[config.mk]
export PLATFORM = sky130hd
export DESIGN_NAME = reloj_time_core_flat
export DESIGN_NICKNAME = d
export VERILOG_FILES = /design/src/rtl/reloj_time_core_pkg.sv /design/src/rtl/reloj_time_core_if.sv /design/src/rtl/reloj_time_core_button_conditioner.sv /design/src/rtl/reloj_time_core.sv /design/src/flat_wrapper.sv
export SDC_FILE = /design/constraint.sdc
export NUM_CORES = 1
export LEC_CHECK = 0
export BUFFER_PORTS_ARGS = -buffer_cell sky130_fd_sc_hd__buf_2
export CORE_MARGIN = 4
export CORE_UTILIZATION = 50
export DETAILED_ROUTE_END_ITERATION = 12
export GPL_ROUTABILITY_DRIVEN = 0
export HOLD_SLACK_MARGIN = 0.03
export PLACE_DENSITY = 0.78
export SETUP_SLACK_MARGIN = 0.1
export SYNTH_ARGS = -nofsm -noshare
export SYNTH_HDL_FRONTEND = slang
export SYNTH_SLANG_ARGS = --single-unit
[constraint.sdc]
create_clock -name clk -period 5.7 [get_ports clk]
set_clock_uncertainty 0.1 [all_clocks]
set_input_delay 0.285 -clock clk [delete_from_list [all_inputs] [get_ports clk]]
set_output_delay 0.285 -clock clk [all_outputs]
set_load 0.02 [all_outputs]
[src/rtl/reloj_time_core_pkg.sv]
// Shared definitions for the wall clock core: segment patterns, set-state
// encodings, BCD field types and the small helpers that step them.
package reloj_time_core_pkg;

   // Active-low {a,b,c,d,e,f,g}, bit 6 = a (common anode)
   localparam logic [6:0] SEG_BLANK = 7'b1111111;
   localparam logic [9:0][6:0] SEG_DIGIT = {
      7'b0000100,  // 9
      7'b0000000,  // 8
      7'b0001111,  // 7
      7'b0100000,  // 6
      7'b0100100,  // 5
      7'b1001100,  // 4
      7'b0000110,  // 3
      7'b0010010,  // 2
      7'b1001111,  // 1
      7'b0000001   // 0
   };

   typedef enum logic [1:0] {
      ST_RUN      = 2'b00,
      ST_SET_HOUR = 2'b01,
      ST_SET_MIN  = 2'b10
   } set_state_e;

   typedef struct packed {
      logic [2:0] tens;
      logic [3:0] units;
   } bcd60_t;

   typedef struct packed {
      logic [1:0] tens;
      logic [3:0] units;
   } bcd24_t;

   function automatic logic [6:0] seg_decode(input logic [3:0] d);
      if (d > 4'd9) return SEG_BLANK;
      return SEG_DIGIT[d];
   endfunction

   function automatic logic bcd60_max(input bcd60_t v);
      return (v.tens == 3'd5) && (v.units == 4'd9);
   endfunction

   function automatic bcd60_t bcd60_inc(input bcd60_t v);
      bcd60_t r;
      r = v;
      if (v.units == 4'd9) begin
         r.units = 4'd0;
         r.tens  = (v.tens == 3'd5) ? 3'd0 : v.tens + 3'd1;
      end else begin
         r.units = v.units + 4'd1;
      end
      return r;
   endfunction

   function automatic bcd24_t bcd24_inc(input bcd24_t v);
      bcd24_t r;
      r = v;
      if ((v.tens == 2'd2) && (v.units == 4'd3)) begin
         r = '0;
      end else if (v.units == 4'd9) begin
         r.tens  = v.tens + 2'd1;
         r.units = 4'd0;
      end else begin
         r.units = v.units + 4'd1;
      end
      return r;
   endfunction

endpackage

[src/rtl/reloj_time_core_if.sv]
// Button inputs and display/status outputs of the wall clock core.
interface reloj_time_core_if;
   logic       btn_mode;
   logic       btn_inc;
   logic [6:0] display0;
   logic [6:0] display1;
   logic [6:0] display2;
   logic [6:0] display3;
   logic       sec_tick;
   logic [1:0] set_state;

   modport master (
      output btn_mode, btn_inc,
      input  display0, display1, display2, display3, sec_tick, set_state
   );

   modport slave (
      input  btn_mode, btn_inc,
      output display0, display1, display2, display3, sec_tick, set_state
   );
endinterface

[src/rtl/reloj_time_core_button_conditioner.sv]
// Raw push-button to single-cycle press event: 2-flop synchronizer,
// stability debounce, then rising-edge detection on the accepted level.
module reloj_time_core_button_conditioner #(
   parameter int unsigned DEBOUNCE_CYCLES = 500_000
) (
   input  logic clk,
   input  logic rst,
   input  logic btn_raw,
   output logic press_ev
);
   localparam int unsigned CNT_W = $clog2(DEBOUNCE_CYCLES + 1);
   localparam logic [CNT_W-1:0] CNT_MAX = CNT_W'(DEBOUNCE_CYCLES - 1);

   logic             sync1_q, sync2_q;
   logic             stable_q, stable_d;
   logic             ev_q, ev_d;
   logic [CNT_W-1:0] cnt_q, cnt_d;

   // The counter only runs while the synchronized level disagrees with the
   // accepted level; any return to agreement restarts the stability window.
   always_comb begin
      stable_d = stable_q;
      cnt_d    = '0;
      ev_d     = 1'b0;
      if (sync2_q != stable_q) begin
         if (cnt_q == CNT_MAX) begin
            stable_d = sync2_q;
            ev_d     = sync2_q;
         end else begin
            cnt_d = cnt_q + 1'b1;
         end
      end
   end

   always_ff @(posedge clk or posedge rst) begin
      if (rst) begin
         sync1_q  <= 1'b0;
         sync2_q  <= 1'b0;
         stable_q <= 1'b0;
         cnt_q    <= '0;
         ev_q     <= 1'b0;
      end else begin
         sync1_q  <= btn_raw;
         sync2_q  <= sync1_q;
         stable_q <= stable_d;
         cnt_q    <= cnt_d;
         ev_q     <= ev_d;
      end
   end

   assign press_ev = ev_q;

endmodule

[src/rtl/reloj_time_core.sv]
// 24 h HH:MM wall clock with MODE/INC time setting, blinking set field and
// registered active-low 7-segment outputs for the downstream display mux.
module reloj_time_core
   import reloj_time_core_pkg::*;
#(
   parameter int unsigned CLK_HZ          = 50_000_000,
   parameter int unsigned DEBOUNCE_CYCLES = 500_000,
   parameter int unsigned BLINK_HALF      = 12_500_000
) (
   input logic              clk,
   input logic              rst,
   reloj_time_core_if.slave bus
);
   localparam int unsigned PRESC_W = $clog2(CLK_HZ + 1);
   localparam int unsigned BLINK_W = $clog2(BLINK_HALF + 1);
   localparam logic [PRESC_W-1:0] PRESC_MAX = PRESC_W'(CLK_HZ - 1);
   localparam logic [BLINK_W-1:0] BLINK_MAX = BLINK_W'(BLINK_HALF - 1);
   localparam logic [6:0] SEG_ZERO = SEG_DIGIT[0];

   logic mode_ev, inc_ev, inc_ok, tick;
   logic blank_hr, blank_min;

   set_state_e         state_q, state_d;
   logic [PRESC_W-1:0] presc_q, presc_d;
   bcd60_t             sec_q, sec_d, min_q, min_d;
   bcd24_t             hr_q, hr_d;
   logic [BLINK_W-1:0] blink_cnt_q, blink_cnt_d;
   logic               blink_on_q, blink_on_d;
   logic [6:0]         disp0_q, disp0_d, disp1_q, disp1_d;
   logic [6:0]         disp2_q, disp2_d, disp3_q, disp3_d;

   reloj_time_core_button_conditioner #(.DEBOUNCE_CYCLES(DEBOUNCE_CYCLES)) u_btn_mode (
      .clk      (clk),
      .rst      (rst),
      .btn_raw  (bus.btn_mode),
      .press_ev (mode_ev)
   );

   reloj_time_core_button_conditioner #(.DEBOUNCE_CYCLES(DEBOUNCE_CYCLES)) u_btn_inc (
      .clk      (clk),
      .rst      (rst),
      .btn_raw  (bus.btn_inc),
      .press_ev (inc_ev)
   );

   // MODE has priority: a simultaneous INC is dropped.
   assign inc_ok = inc_ev & ~mode_ev;

   always_comb begin
      state_d     = state_q;
      presc_d     = presc_q;
      sec_d       = sec_q;
      min_d       = min_q;
      hr_d        = hr_q;
      blink_cnt_d = blink_cnt_q;
      blink_on_d  = blink_on_q;
      tick        = 1'b0;

      unique case (state_q)
         ST_RUN: begin
            if (presc_q == PRESC_MAX) begin
               tick    = 1'b1;
               presc_d = '0;
               sec_d   = bcd60_inc(sec_q);
               if (bcd60_max(sec_q)) begin
                  min_d = bcd60_inc(min_q);
                  if (bcd60_max(min_q)) hr_d = bcd24_inc(hr_q);
               end
            end else begin
               presc_d = presc_q + 1'b1;
            end
         end
         ST_SET_HOUR: if (inc_ok) hr_d = bcd24_inc(hr_q);
         ST_SET_MIN:  if (inc_ok) min_d = bcd60_inc(min_q);
         default: ;
      endcase

      if (mode_ev) begin
         unique case (state_q)
            ST_RUN:      state_d = ST_SET_HOUR;
            ST_SET_HOUR: state_d = ST_SET_MIN;
            default:     state_d = ST_RUN;
         endcase
      end

      // Seconds and prescaler sit at zero whenever the clock is not running,
      // so returning to RUN restarts a full second.
      if (state_d != ST_RUN) begin
         presc_d = '0;
         sec_d   = '0;
      end

      if ((state_d == ST_RUN) || (state_d != state_q) || inc_ok) begin
         blink_cnt_d = '0;
         blink_on_d  = 1'b1;
      end else if (blink_cnt_q == BLINK_MAX) begin
         blink_cnt_d = '0;
         blink_on_d  = ~blink_on_q;
      end else begin
         blink_cnt_d = blink_cnt_q + 1'b1;
      end
   end

   always_comb begin
      blank_hr  = (state_q == ST_SET_HOUR) && !blink_on_q;
      blank_min = (state_q == ST_SET_MIN) && !blink_on_q;
      disp0_d   = blank_min ? SEG_BLANK : seg_decode(min_q.units);
      disp1_d   = blank_min ? SEG_BLANK : seg_decode({1'b0, min_q.tens});
      disp2_d   = blank_hr  ? SEG_BLANK : seg_decode(hr_q.units);
      disp3_d   = blank_hr  ? SEG_BLANK : seg_decode({2'b00, hr_q.tens});
   end

   always_ff @(posedge clk or posedge rst) begin
      if (rst) begin
         state_q     <= ST_RUN;
         presc_q     <= '0;
         sec_q       <= '0;
         min_q       <= '0;
         hr_q        <= '0;
         blink_cnt_q <= '0;
         blink_on_q  <= 1'b1;
         disp0_q     <= SEG_ZERO;
         disp1_q     <= SEG_ZERO;
         disp2_q     <= SEG_ZERO;
         disp3_q     <= SEG_ZERO;
      end else begin
         state_q     <= state_d;
         presc_q     <= presc_d;
         sec_q       <= sec_d;
         min_q       <= min_d;
         hr_q        <= hr_d;
         blink_cnt_q <= blink_cnt_d;
         blink_on_q  <= blink_on_d;
         disp0_q     <= disp0_d;
         disp1_q     <= disp1_d;
         disp2_q     <= disp2_d;
         disp3_q     <= disp3_d;
      end
   end

   assign bus.display0  = disp0_q;
   assign bus.display1  = disp1_q;
   assign bus.display2  = disp2_q;
   assign bus.display3  = disp3_q;
   assign bus.sec_tick  = tick;
   assign bus.set_state = state_q;

endmodule

[src/flat_wrapper.sv]
// flat-port wrapper written by rule: the top's interface ports become plain ports
module reloj_time_core_flat import reloj_time_core_pkg::*;
#(
   parameter int unsigned CLK_HZ          = 50_000_000,
   parameter int unsigned DEBOUNCE_CYCLES = 500_000,
   parameter int unsigned BLINK_HALF      = 12_500_000
)
  (clk, rst, bus_btn_mode, bus_btn_inc, bus_display0, bus_display1, bus_display2, bus_display3, bus_sec_tick, bus_set_state);
  reloj_time_core_if bus_i ();
  input logic clk;
  input logic rst;
  input wire logic [$bits(bus_i.btn_mode)-1:0] bus_btn_mode;
  input wire logic [$bits(bus_i.btn_inc)-1:0] bus_btn_inc;
  output wire logic [$bits(bus_i.display0)-1:0] bus_display0;
  output wire logic [$bits(bus_i.display1)-1:0] bus_display1;
  output wire logic [$bits(bus_i.display2)-1:0] bus_display2;
  output wire logic [$bits(bus_i.display3)-1:0] bus_display3;
  output wire logic [$bits(bus_i.sec_tick)-1:0] bus_sec_tick;
  output wire logic [$bits(bus_i.set_state)-1:0] bus_set_state;
  assign bus_i.btn_mode = bus_btn_mode;
  assign bus_i.btn_inc = bus_btn_inc;
  assign bus_display0 = bus_i.display0;
  assign bus_display1 = bus_i.display1;
  assign bus_display2 = bus_i.display2;
  assign bus_display3 = bus_i.display3;
  assign bus_sec_tick = bus_i.sec_tick;
  assign bus_set_state = bus_i.set_state;
  reloj_time_core #(.CLK_HZ(CLK_HZ), .DEBOUNCE_CYCLES(DEBOUNCE_CYCLES), .BLINK_HALF(BLINK_HALF)) u_core (.clk(clk), .rst(rst), .bus(bus_i));
endmodule
Word level (Yosys, flattened, before mapping) --
Memory sizes are Yosys's and may differ from the RTL's. Index checks and enable logic that the tools add are counted.
Storage, ports and cells: latch bits 0, bits in registers 147, input bits 4, memory bits (writable) 0, output and inout bits 31, bits in read-only memories 280, memories 3, word-level logic and storage cells 153
Memories:
- (no name shown) | words 16, width 7, rd ports 1, clocked after memory_dff 0, write ports 0, line reloj_time_core_pkg.sv:38 | return SEG_DIGIT[d];
- (no name shown) | words 16, width 7, rd ports 1, clocked after memory_dff 0, write ports 0, line reloj_time_core_pkg.sv:38
- (no name shown) | words 8, width 7, rd ports 1, clocked after memory_dff 0, write ports 0, line reloj_time_core_pkg.sv:38
Operators by class: divide/modulo/power cells 0, shifts and indexed selects 0, mux-type cells 61, $mul 0, bitwise operators 3, order comparisons 8, $add $sub $neg 10, reduce and logical (&&, ||, !) cells 23, eq/ne operators 21
Operators with widths (number):
- 7-bit 2-to-1 mux | 22
- 26-bit 2-to-1 mux | 3
- 19-bit 2-to-1 mux | 4
- 24-bit 2-to-1 mux | 2
- 19-bit by 1-bit adder with 19-bit output (second input constant) | 2
- 19-bit equality test (second input constant) | 2
- 6-bit 2-to-1 mux | 5
- 26-bit by 1-bit adder with 26-bit output (second input constant) | 1
- 26-bit equality test (second input constant) | 1
- 24-bit by 1-bit adder with 24-bit output (second input constant) | 1
- 24-bit equality test (second input constant) | 1
- 7-bit binary-select mux with 2-bit select | 1
- 7-bit case mux with 2 select lines | 1
- 2-bit nonzero test | 7
- 4-bit by 1-bit adder with 4-bit output (second input constant) | 3
- 4-bit equality test (second input constant) | 3
- 1-bit 2-to-1 mux | 12
- 3-bit 2-to-1 mux | 4
- 4-bit 2-to-1 mux | 3
- 6-bit case mux with 2 select lines | 1
- 4-bit by 5-bit < comparator with 1-bit output (second input constant) | 2
- 2-bit by 1-bit != test with 1-bit output (second input constant) | 5
- 4-bit > comparator (second input constant) | 2
- 3-bit by 1-bit adder with 3-bit output (second input constant) | 2
- 23 further kinds | 36

Logic depth before layout (Yosys ltp) --
Gate-level depths: netlist of run 1.
depth in word-level cells 7, depth in mapped cells 7, gate-level depth less buffers 7

Hierarchy --
From an unflattened synthesis of run 1, not the netlist that was laid out.
Unflattened totals: cells, all modules 741, area, all modules 7344.5 um^2
By module, submodules not included:
- reloj_time_core | times used 1, area an instance 5051.1 um^2, cells each 525, seq. area each 2508.7 um^2
- reloj_time_core_button_conditioner at u_core.u_btn_inc | times used 1, area an instance 1153.6 um^2, cells each 108, seq. area each 575.6 um^2
- reloj_time_core_button_conditioner at u_core.u_btn_mode | times used 1, area an instance 1139.8 um^2, cells each 108, seq. area each 575.6 um^2

Worst setup path before layout of run 1 --
Ideal clock, no wire load.
path kind register -> register, start point reg u_core.sec_q[1] (netlist name), end point reg u_core.min_q[3] (netlist name), required time 5479 ps, slack 3457 ps, cell stages (with the launch flop) 8, setup time 121 ps, buffers on the path 0, arrival 2022 ps, cells stage by stage dfrtp_1 inv_1 ha_1 nand4b_1 or3b_1 or4_1 a21o_1 a22o_1
Between the ends: word-level cells in the longest chain between the ends 4
Ends and longest elaborated chain:
- start, declared | line reloj_time_core.sv:25 | bcd60_t sec_q, sec_d, min_q, min_d;
- start signal, assigned | line reloj_time_core.sv:117 | sec_q <= '0;
- start signal, assigned | line reloj_time_core.sv:129 | sec_q <= sec_d;
- 4-bit equality test | line reloj_time_core_pkg.sv:42 | return (v.tens == 3'd5) && (v.units == 4'd9);
- 1-bit logical AND | line reloj_time_core_pkg.sv:42
- 2-bit by 1-bit != test with 1-bit output (no source line)
- 4-bit AND reduction (no source line)
- end signal, assigned | line reloj_time_core.sv:130 | min_q <= min_d;
- end, declared | line reloj_time_core.sv:25
Every way passes these cells. A chain may end at the register's enable or synchronous reset.

Final worst setup path of run 1 --
start point reg u_core.blink_cnt_q[14], end point reg u_core.blink_cnt_q[16]
Between the ends: word-level cells in the longest chain between the ends 3, elaborated cells between the ends (all ways) 4, those cells by class add/sub: 1; eq/ne: 1; mux: 2
Ends and longest elaborated chain:
- start, declared | line reloj_time_core.sv:27 | logic [BLINK_W-1:0] blink_cnt_q, blink_cnt_d;
- start signal, assigned | line reloj_time_core.sv:132 | blink_cnt_q <= blink_cnt_d;
- 24-bit by 1-bit adder with 24-bit output or 24-bit equality test (tied branches) | line reloj_time_core.sv:100, reloj_time_core.sv:96
- 24-bit 2-to-1 mux (*) | line reloj_time_core.sv:96 | end else if (blink_cnt_q == BLINK_MAX) begin
- 24-bit 2-to-1 mux (*) | line reloj_time_core.sv:93 | if ((state_d == ST_RUN) || (state_d != state_q) || inc_ok) begin
- named net u_core.blink_cnt_d[16] | line reloj_time_core.sv:27
Mark *: on every way through the listed nets, which the timed path passes. The rest lies on a longest branch.

==> summary.txt, run 1 <==
Global route
  – Initial antenna violation count: 0
  – Vias in the first global route: 4862
  – Congestion Overflow GR: 0
  – First-pass GRT wire length: 23000 microns
  – Largest net degree at the start of global routing: 104
  – Overall Global Routing Usage: 17.20%

Pwr
  – PwrDens: 289.2 nW/um^2
  – Peak supply drop: 0.2150 mV
  – Power Total: 0.002357 W
  – Lkg Pwr: 3.584 nW

Synthesis
  – Syn Std Cell Area: 7138 sq um
  – Seq/Total Area, Yosys: 51.27%
  – Mean post-synth cell area: 10.05 sq um
  – Yosys warning count: 0
  – EDFF count, synth: 0
  – Distinct cells, synth: 56
  – Ys flop type: dfrtp_1
  – Cells after synthesis: 710
  – Synthesized flop and latch total: 146
  – Synthesized Nets: 736
  – Asr flop ratio synth: 100.0%

Setup path
  – Worst setup path endpoint: u_core.blink_cnt_q[16]
  – Reg2Reg Depth: 5
  – Crit path max fanout: 24
  – Critical path capture point type: register
  – Worst reg2reg path endpoint: u_core.blink_cnt_q[16]
  – Reg2Reg Launch Point: u_core.blink_cnt_q[14]
  – Crit path DAT: 2950 ps
  – Critical Path Start: u_core.blink_cnt_q[14]
  – Worst Path Required: 5860 ps
  – Worst R2R Setup Slack: 2910 ps
  – Setup crit start kind: register
  – CP Class: register to register

Routing
  – Initial DRC Count: 361
  – Detailed-route vias per instance: 5.401
  – DR DRC count: 0
  – Vias: 5066
  – TritonRoute pass-1 iters: 5
  – Total Routed Length: 12990 microns
  – ANT nets after route: 0
  – DR WL/cell: 13.85 microns

Final layout
  – Commonest non-fill, non-tap cell in the layout: dfrtp_1
  – Fin nets: 771
  – Most frequent cells in the layout: dfrtp_1, nor2_1, nand2_1
  – P&R area growth vs syn: 14.20%
  – Post-layout util: 58.50%
  – # diodes: 0
  – Design area: 8152 sq um
  – Layout cell share with drive strength beyond 1: 12.27%
  – Fillcell total: 1162

STA
  – Slew Limit Fails: 0
  – Final Critical Period: 2791 ps
  – Final Hold Fails: 0
  – Max frequency: 0.3583 GHz
  – Final Cycle Share: 48.96%
  – Setup_tns: 0 ps
  – Setup-failing EPs final: 0
  – Max_slew headroom: 40.25%
  – RSZ-0062 raised after global routing: false
  – Tightest Pin Transition: 896.3 ps
  – Fin worst setup slack: 2909 ps

CTS
  – Clk sinks: 146
  – Post-CTS setup buffers: 0
  – Clock-pin slew on the worst setup and hold paths: 60 ps
  – Root buf cell: clkbuf_16
  – CTS tree: built
  – CTS max path bufs: 2
  – Skew-Pair Late Insertion Delay: 420 ps
  – TritonCTS buffer count: 17
  – H-Tree Depth: 4

Floorplanning
  – Die ar.: 16250 sq um
  – Die Wd: 127.5 microns
  – Starting Density: 51.23%
  – Core area: 13930 sq um
  – Die Height: 127.5 microns
  – Cell row count: 43
  – Num ports: 35

Outcome
  – Run status: finished clean

Placed design
  – Dpl ws: 2978 ps
  – HPWL Detailed: 8469 microns
  – PortBufs: 34
  – Cell Area, Placed: 7438 sq um

Hold path
  – Min-Delay Path Class: register to register

Job
  – Max Cap Viol: 0
==> power breakdown <==
group	leakage [nW]	switching (W)	internal, W
combinational	1.26	0.0000264	0.00000657
sequential	1.99	0.00000512	0.00104
clock	0.326	0.000433	0.000844
==> cell families (layout without fill, tap and decap cells) <==
family	Yosys count	in the layout	synth area share (%)
AO/OA/AOI/OAI	72	72	5.802
XOR/XNOR	82	82	10.06
adder cells (fa/ha/maj)	22	22	3.856
buffers and inverters	46	94	2.822
flip-flops	146	146	51.27
multiplexers	15	15	2.279
AND/OR/NAND/NOR	327	327	23.91
==> stage by stage <==
stage / hold WS (ps) / std cells
after global placement: 236.7 / 903
after detailed placement: 245.0 / 903
after CTS: 258.6 / 938
final: 253.4 / 938
after global routing: 266.8 / 938
after floorplan: 216.4 / 710
==> cells in the mapped netlist, drive strengths merged (2+ instances only) <==
master | count | area share, %
a21oi | 22 | 1.5
and2 | 4 | 0.35
and3 | 16 | 1.4
and4 | 10 | 1.2
buf | 7 | 0.77
clkbuf | 16 | 0.84
dfrtp | 141 | 49
dfstp | 5 | 1.8
ha | 22 | 3.9
inv | 23 | 1.2
mux2 | 10 | 1.6
mux2i | 5 | 0.70
nand2 | 54 | 2.8
nand2b | 7 | 0.61
nand3 | 32 | 2.2
nand4 | 22 | 1.9
nand4b | 3 | 0.37
nor2 | 109 | 5.7
nor2b | 4 | 0.35
nor3 | 15 | 1.1
nor3b | 3 | 0.32
nor4 | 17 | 1.6
nor4b | 5 | 1.1
o211ai | 3 | 0.32
o21ai | 32 | 2.2
o21bai | 3 | 0.32
o2bb2ai | 2 | 0.25
or2 | 3 | 0.26
or3 | 9 | 0.79
or4 | 8 | 0.89
xnor2 | 46 | 5.6
xor2 | 36 | 4.4
==> layer usage <==
metal	wire length [microns]	track usage [%]	vias to the layer above
li1	-	-	2520
met1	6114	23.18	2439
met2	6141	26.79	88
met3	498	3.763	19
met4	235	7.634	0
met5	0	0	-
==> how the worst min path moves through the flow <==
stage | from | end | depth (start not counted)
final | u_core.u_btn_inc.sync1_q | u_core.u_btn_inc.sync2_q | 0
after global routing | u_core.u_btn_inc.sync1_q | u_core.u_btn_inc.sync2_q | 0
after CTS | u_core.u_btn_inc.sync1_q | u_core.u_btn_inc.sync2_q | 0
after detailed placement | u_core.u_btn_inc.sync1_q | u_core.u_btn_inc.sync2_q | 0
after global placement | u_core.u_btn_inc.sync1_q | u_core.u_btn_inc.sync2_q | 0
after floorplan | bus_btn_inc | u_core.u_btn_inc.sync1_q | 0
==> worst max-delay path, stage by stage, from the launching register on <==
cell and delay, ps:
dfrtp_1 420, or4b_1 490, or4_1 420, nor4_1 360
or4_1 720, nor2_1 130
==> timing repair <==
action | 4_1_cts | 5_1_grt
setup endpoints to repair | 0 | 0
gates resized for setup | 0 | 0
hold endpoints to repair | 95 | 0
hold buffers | 3 | 0
==> cell type report <==
| type | instances | area (sq um) | area share [%] |
|---|---|---|---|
| Tap cell | 180 | 225.2 | 2.763 |
| Timing Repair Buffer | 39 | 215.2 | 2.640 |
| Inverter | 23 | 91.34 | 1.120 |
| Clock buffer | 19 | 452.9 | 5.556 |
| Multi-Input combinational cell | 518 | 3277 | 40.20 |
| Clock inverter | 13 | 230.2 | 2.824 |
| Sequential cell | 146 | 3660 | 44.90 |
==> sequential cells by signal (all words and copies together) (netlist names), 2 cells and up <==
register / cells
u_core.min_q: 7
u_core.bus.display0: 7
u_core.sec_q: 7
u_core.bus.display3: 6
u_core.u_btn_inc.cnt_q: 19
u_core.hr_q: 6
u_core.blink_cnt_q: 24
u_core.bus.set_state: 2
u_core.bus.display1: 7
u_core.u_btn_mode.cnt_q: 19
u_core.bus.display2: 7
u_core.presc_q: 26
Note: power is estimated with default switching activity, not from simulation.
==> inputs of run 2 (changes only) <==
==> constraint.sdc (replaced) <==
create_clock -name clk -period 2.65 [get_ports clk]
set_clock_uncertainty 0.1 [all_clocks]
set_input_delay 0.1325 -clock clk [delete_from_list [all_inputs] [get_ports clk]]
set_output_delay 0.1325 -clock clk [all_outputs]
set_load 0.02 [all_outputs]
==> run 2 against run 1 <==
- maximum frequency is 17% higher
- critical path depth is 2 higher
- sequential cell count stayed put
- largest power group unchanged
- critical endpoint is now u_core.min_q[3]
- global-route usage is 0.15 points lower
- via count is 0.87% lower
- setup slack worse by 2600 ps
- cell count is 0.96% higher
- register-to-register slack worse by 2600 ps
- sequential power is 110% higher
- combinational power is 140% higher
- die area stayed put
- non-clock buffer count is 9 higher
==> summary.txt, run 2 (synthesized netlist as in run 1, its figures left out) <==
Outcome
  – Run status: finished clean

Floorplanning
  – Cell row count: 43 (unchanged)
  – Starting Density: 51.23% (unchanged)
  – Num ports: 35 (unchanged)
  – Die Height: 127.5 microns (unchanged)
  – Die Wd: 127.5 microns (unchanged)
  – Die ar.: 16250 sq um (unchanged)
  – Core area: 13930 sq um (unchanged)

Pwr
  – Internal power: 0.003840 W (+100%)
  – PwrDens: 586.2 nW/um^2 (+100%)
  – Combinational Power Share: 1.7% (+0.3 points)
  – Sequential share of power: 47.0% (+2.6 points)
  – Sw Share: 19.87% (+0.16 points)
  – NetSw: 0.0009523 W (+100%)
  – Peak supply drop: 0.7082 mV (+230%)
  – Lkg Pwr: 3.614 nW (+0.83%)
  – Clock power share: 51.3% (-2.9 points)

STA
  – Max_slew headroom: 55.78% (+16 points)
  – Final Cycle Share: 90.07% (+41 points)
  – RSZ-0062 raised after global routing: false
  – Final Critical Period: 2387 ps (-404.2 ps)
  – Slew Limit Fails: 0 (unchanged)
  – Max frequency: 0.4190 GHz (+17%)
  – Setup-failing EPs final: 0 (unchanged)
  – Final Hold Fails: 0 (unchanged)
  – Setup_tns: 0 ps (unchanged)
  – Tightest Pin Transition: 657.2 ps (-239.1 ps)

Job
  – Max Cap Viol: 0 (unchanged)

Hold path
  – Hold Path Origin: bus_btn_mode
  – WHS Path Cells: 2 (+2)
  – Min-Delay Path Class: primary input to register

Setup path
  – Worst setup path endpoint: u_core.min_q[3]
  – CP Class: register to register
  – Worst reg2reg path endpoint: u_core.min_q[3]
  – Critical path capture point type: register
  – Worst Path Required: 2860 ps (-3000 ps)
  – Setup crit start kind: register
  – Reg2Reg Launch Point: u_core.sec_q[1]
  – Reg2Reg Depth: 7 (+2)
  – Crit path DAT: 2600 ps (-350 ps)
  – Critical Path Start: u_core.sec_q[1]
  – Crit path max fanout: 4 (-83%)
  – Worst R2R Setup Slack: 260 ps (-2650 ps)

Routing
  – Vias: 5022 (-0.87%)
  – Total Routed Length: 12660 microns (-2.5%)
  – ANT nets after route: 0 (unchanged)
  – Initial DRC Count: 222 (-39%)
  – DR DRC count: 0 (unchanged)
  – TritonRoute pass-1 iters: 5 (unchanged)
  – DR WL/cell: 13.37 microns (-3.5%)
  – Detailed-route vias per instance: 5.303 (-1.8%)

Global route
  – Overall Global Routing Usage: 17.05% (-0.15 points)
  – Initial antenna violation count: 0 (unchanged)
  – Largest net degree at the start of global routing: 47 (-55%)
  – First-pass GRT wire length: 22780 microns (-0.93%)
  – Congestion Overflow GR: 0 (unchanged)
  – Vias in the first global route: 4928 (+1.4%)

Placed design
  – HPWL Detailed: 8530 microns (+0.72%)
  – Placed insts: 912 (+1.0%)
  – PortBufs: 34 (unchanged)

Final layout
  – Fin cells: 947 (+0.96%)
  – Largest Register: u_core.presc_q
  – Max FFs per register: 26 (unchanged)
  – Commonest non-fill, non-tap cell in the layout: dfrtp_1
  – Fin nets: 780 (+1.2%)
  – P&R area growth vs syn: 14.53%
  – Top flop regs: u_core.presc_q: 26 flops, u_core.blink_cnt_q: 24 flops
  – # diodes: 0 (unchanged)
  – Fillcell total: 1153 (-0.77%)
  – Layout cell share with drive strength beyond 1: 13.04% (+0.77 points)
  – Most frequent cells in the layout: dfrtp_1, nor2_1, nand2_1

CTS
  – Clock-pin slew on the worst setup and hold paths: 60 ps (about the same)
  – TritonCTS buffer count: 17 (unchanged)
  – H-Tree Depth: 4 (unchanged)
  – Skew-Pair Late Insertion Delay: 420 ps (about the same)
  – CTS max path bufs: 2 (unchanged)
  – Root buf cell: clkbuf_16
  – Clk sinks: 146 (unchanged)
  – CTS tree: built
[run 2: changes by cell type in the layout (fill, tap and decap cells not counted)]
cell | before | now
buf_4 | 2 | 9
bufinv_16 | 6 | 3
buf_12 | 0 | 2
clkbuf_1 | 0 | 2
clkbuf_8 | 2 | 4
clkinv_2 | 2 | 4
clkinvlp_4 | 3 | 1
inv_6 | 2 | 0
and2_0 | 2 | 1
and2_1 | 2 | 3
clkinv_4 | 1 | 2
[run 2: power groups by stage]
stage               logic (W)  clock network (W)  registers [W]
floorplan           0.0000512                  0        0.00229
global placement    0.0000788                  0        0.00229
detailed placement  0.0000817                  0        0.00229
CTS                 0.0000853            0.00251        0.00225
global route        0.0000955            0.00261        0.00225
finish              0.0000806            0.00246        0.00225
[run 2: worst max-delay path: stages, from the launching register on]
cell and delay, ps:
dfrtp_1 400, inv_1 70, ha_1 150, nand4b_1 150
or3b_1 460, or4_1 580, a21o_1 200, a22o_1 170
[run 2: layout make-up]
class | count | area (sq um) | area share (%)
Timing Repair Buffer | 48 | 307.8 | 3.765
Sequential cell | 146 | 3660 | 44.77
Tap cell | 180 | 225.2 | 2.755
Multi-Input combinational cell | 518 | 3277 | 40.08
Inverter | 23 | 90.09 | 1.102
Clock buffer | 23 | 488.0 | 5.969
Clock inverter | 9 | 127.6 | 1.561
[run 2: how the worst min path moves through the flow]
| stage | end | slack (ps) |
|---|---|---|
| final | u_core.u_btn_mode.sync1_q | 240 |
| after global routing | u_core.u_btn_mode.sync1_q | 230 |
| after CTS | u_core.u_btn_mode.sync1_q | 230 |
| after detailed placement | u_core.u_btn_inc.sync1_q | 140 |
| after global placement | u_core.u_btn_inc.sync1_q | 140 |
| after floorplan | u_core.u_btn_inc.sync1_q | 60 |
[run 2: metrics by stage]
step / power [W] / util (%) / hold WS [ps] / worst slack, ps / cell area [sq um]
6_report: 0.004792 / 58.67 / 244.0 / 263.3 / 8175
3_5_place_dp: 0.002372 / 54.04 / 141.8 / 285.5 / 7530
3_3_place_gp: 0.002369 / 54.04 / 141.6 / 337.3 / 7530
4_1_cts: 0.004843 / 58.67 / 227.9 / 119.2 / 8175
2_1_floorplan: 0.002340 / - / 63.93 / 406.7 / 7142
5_1_grt: 0.004962 / 58.67 / 234.5 / 113.7 / 8175
[run 2: metal layers]
layer / vias up / share of wire, % / global-route usage (%)
met5: - / 0 / 0
met4: 0 / 1.4 / 6.246
met3: 14 / 3.5 / 4.640
met2: 76 / 48 / 26.82
met1: 2388 / 47 / 22.75
li1: 2544 / - / -
[run 2: repair_timing]
item / 4_1_cts / 5_1_grt
resized for setup: 0 / 1
endpoints found under the setup margin: 0 / 1
endpoints found under the hold margin: 27 / 0
hold buffers: 3 / 0
buffers inserted: 0 / 0
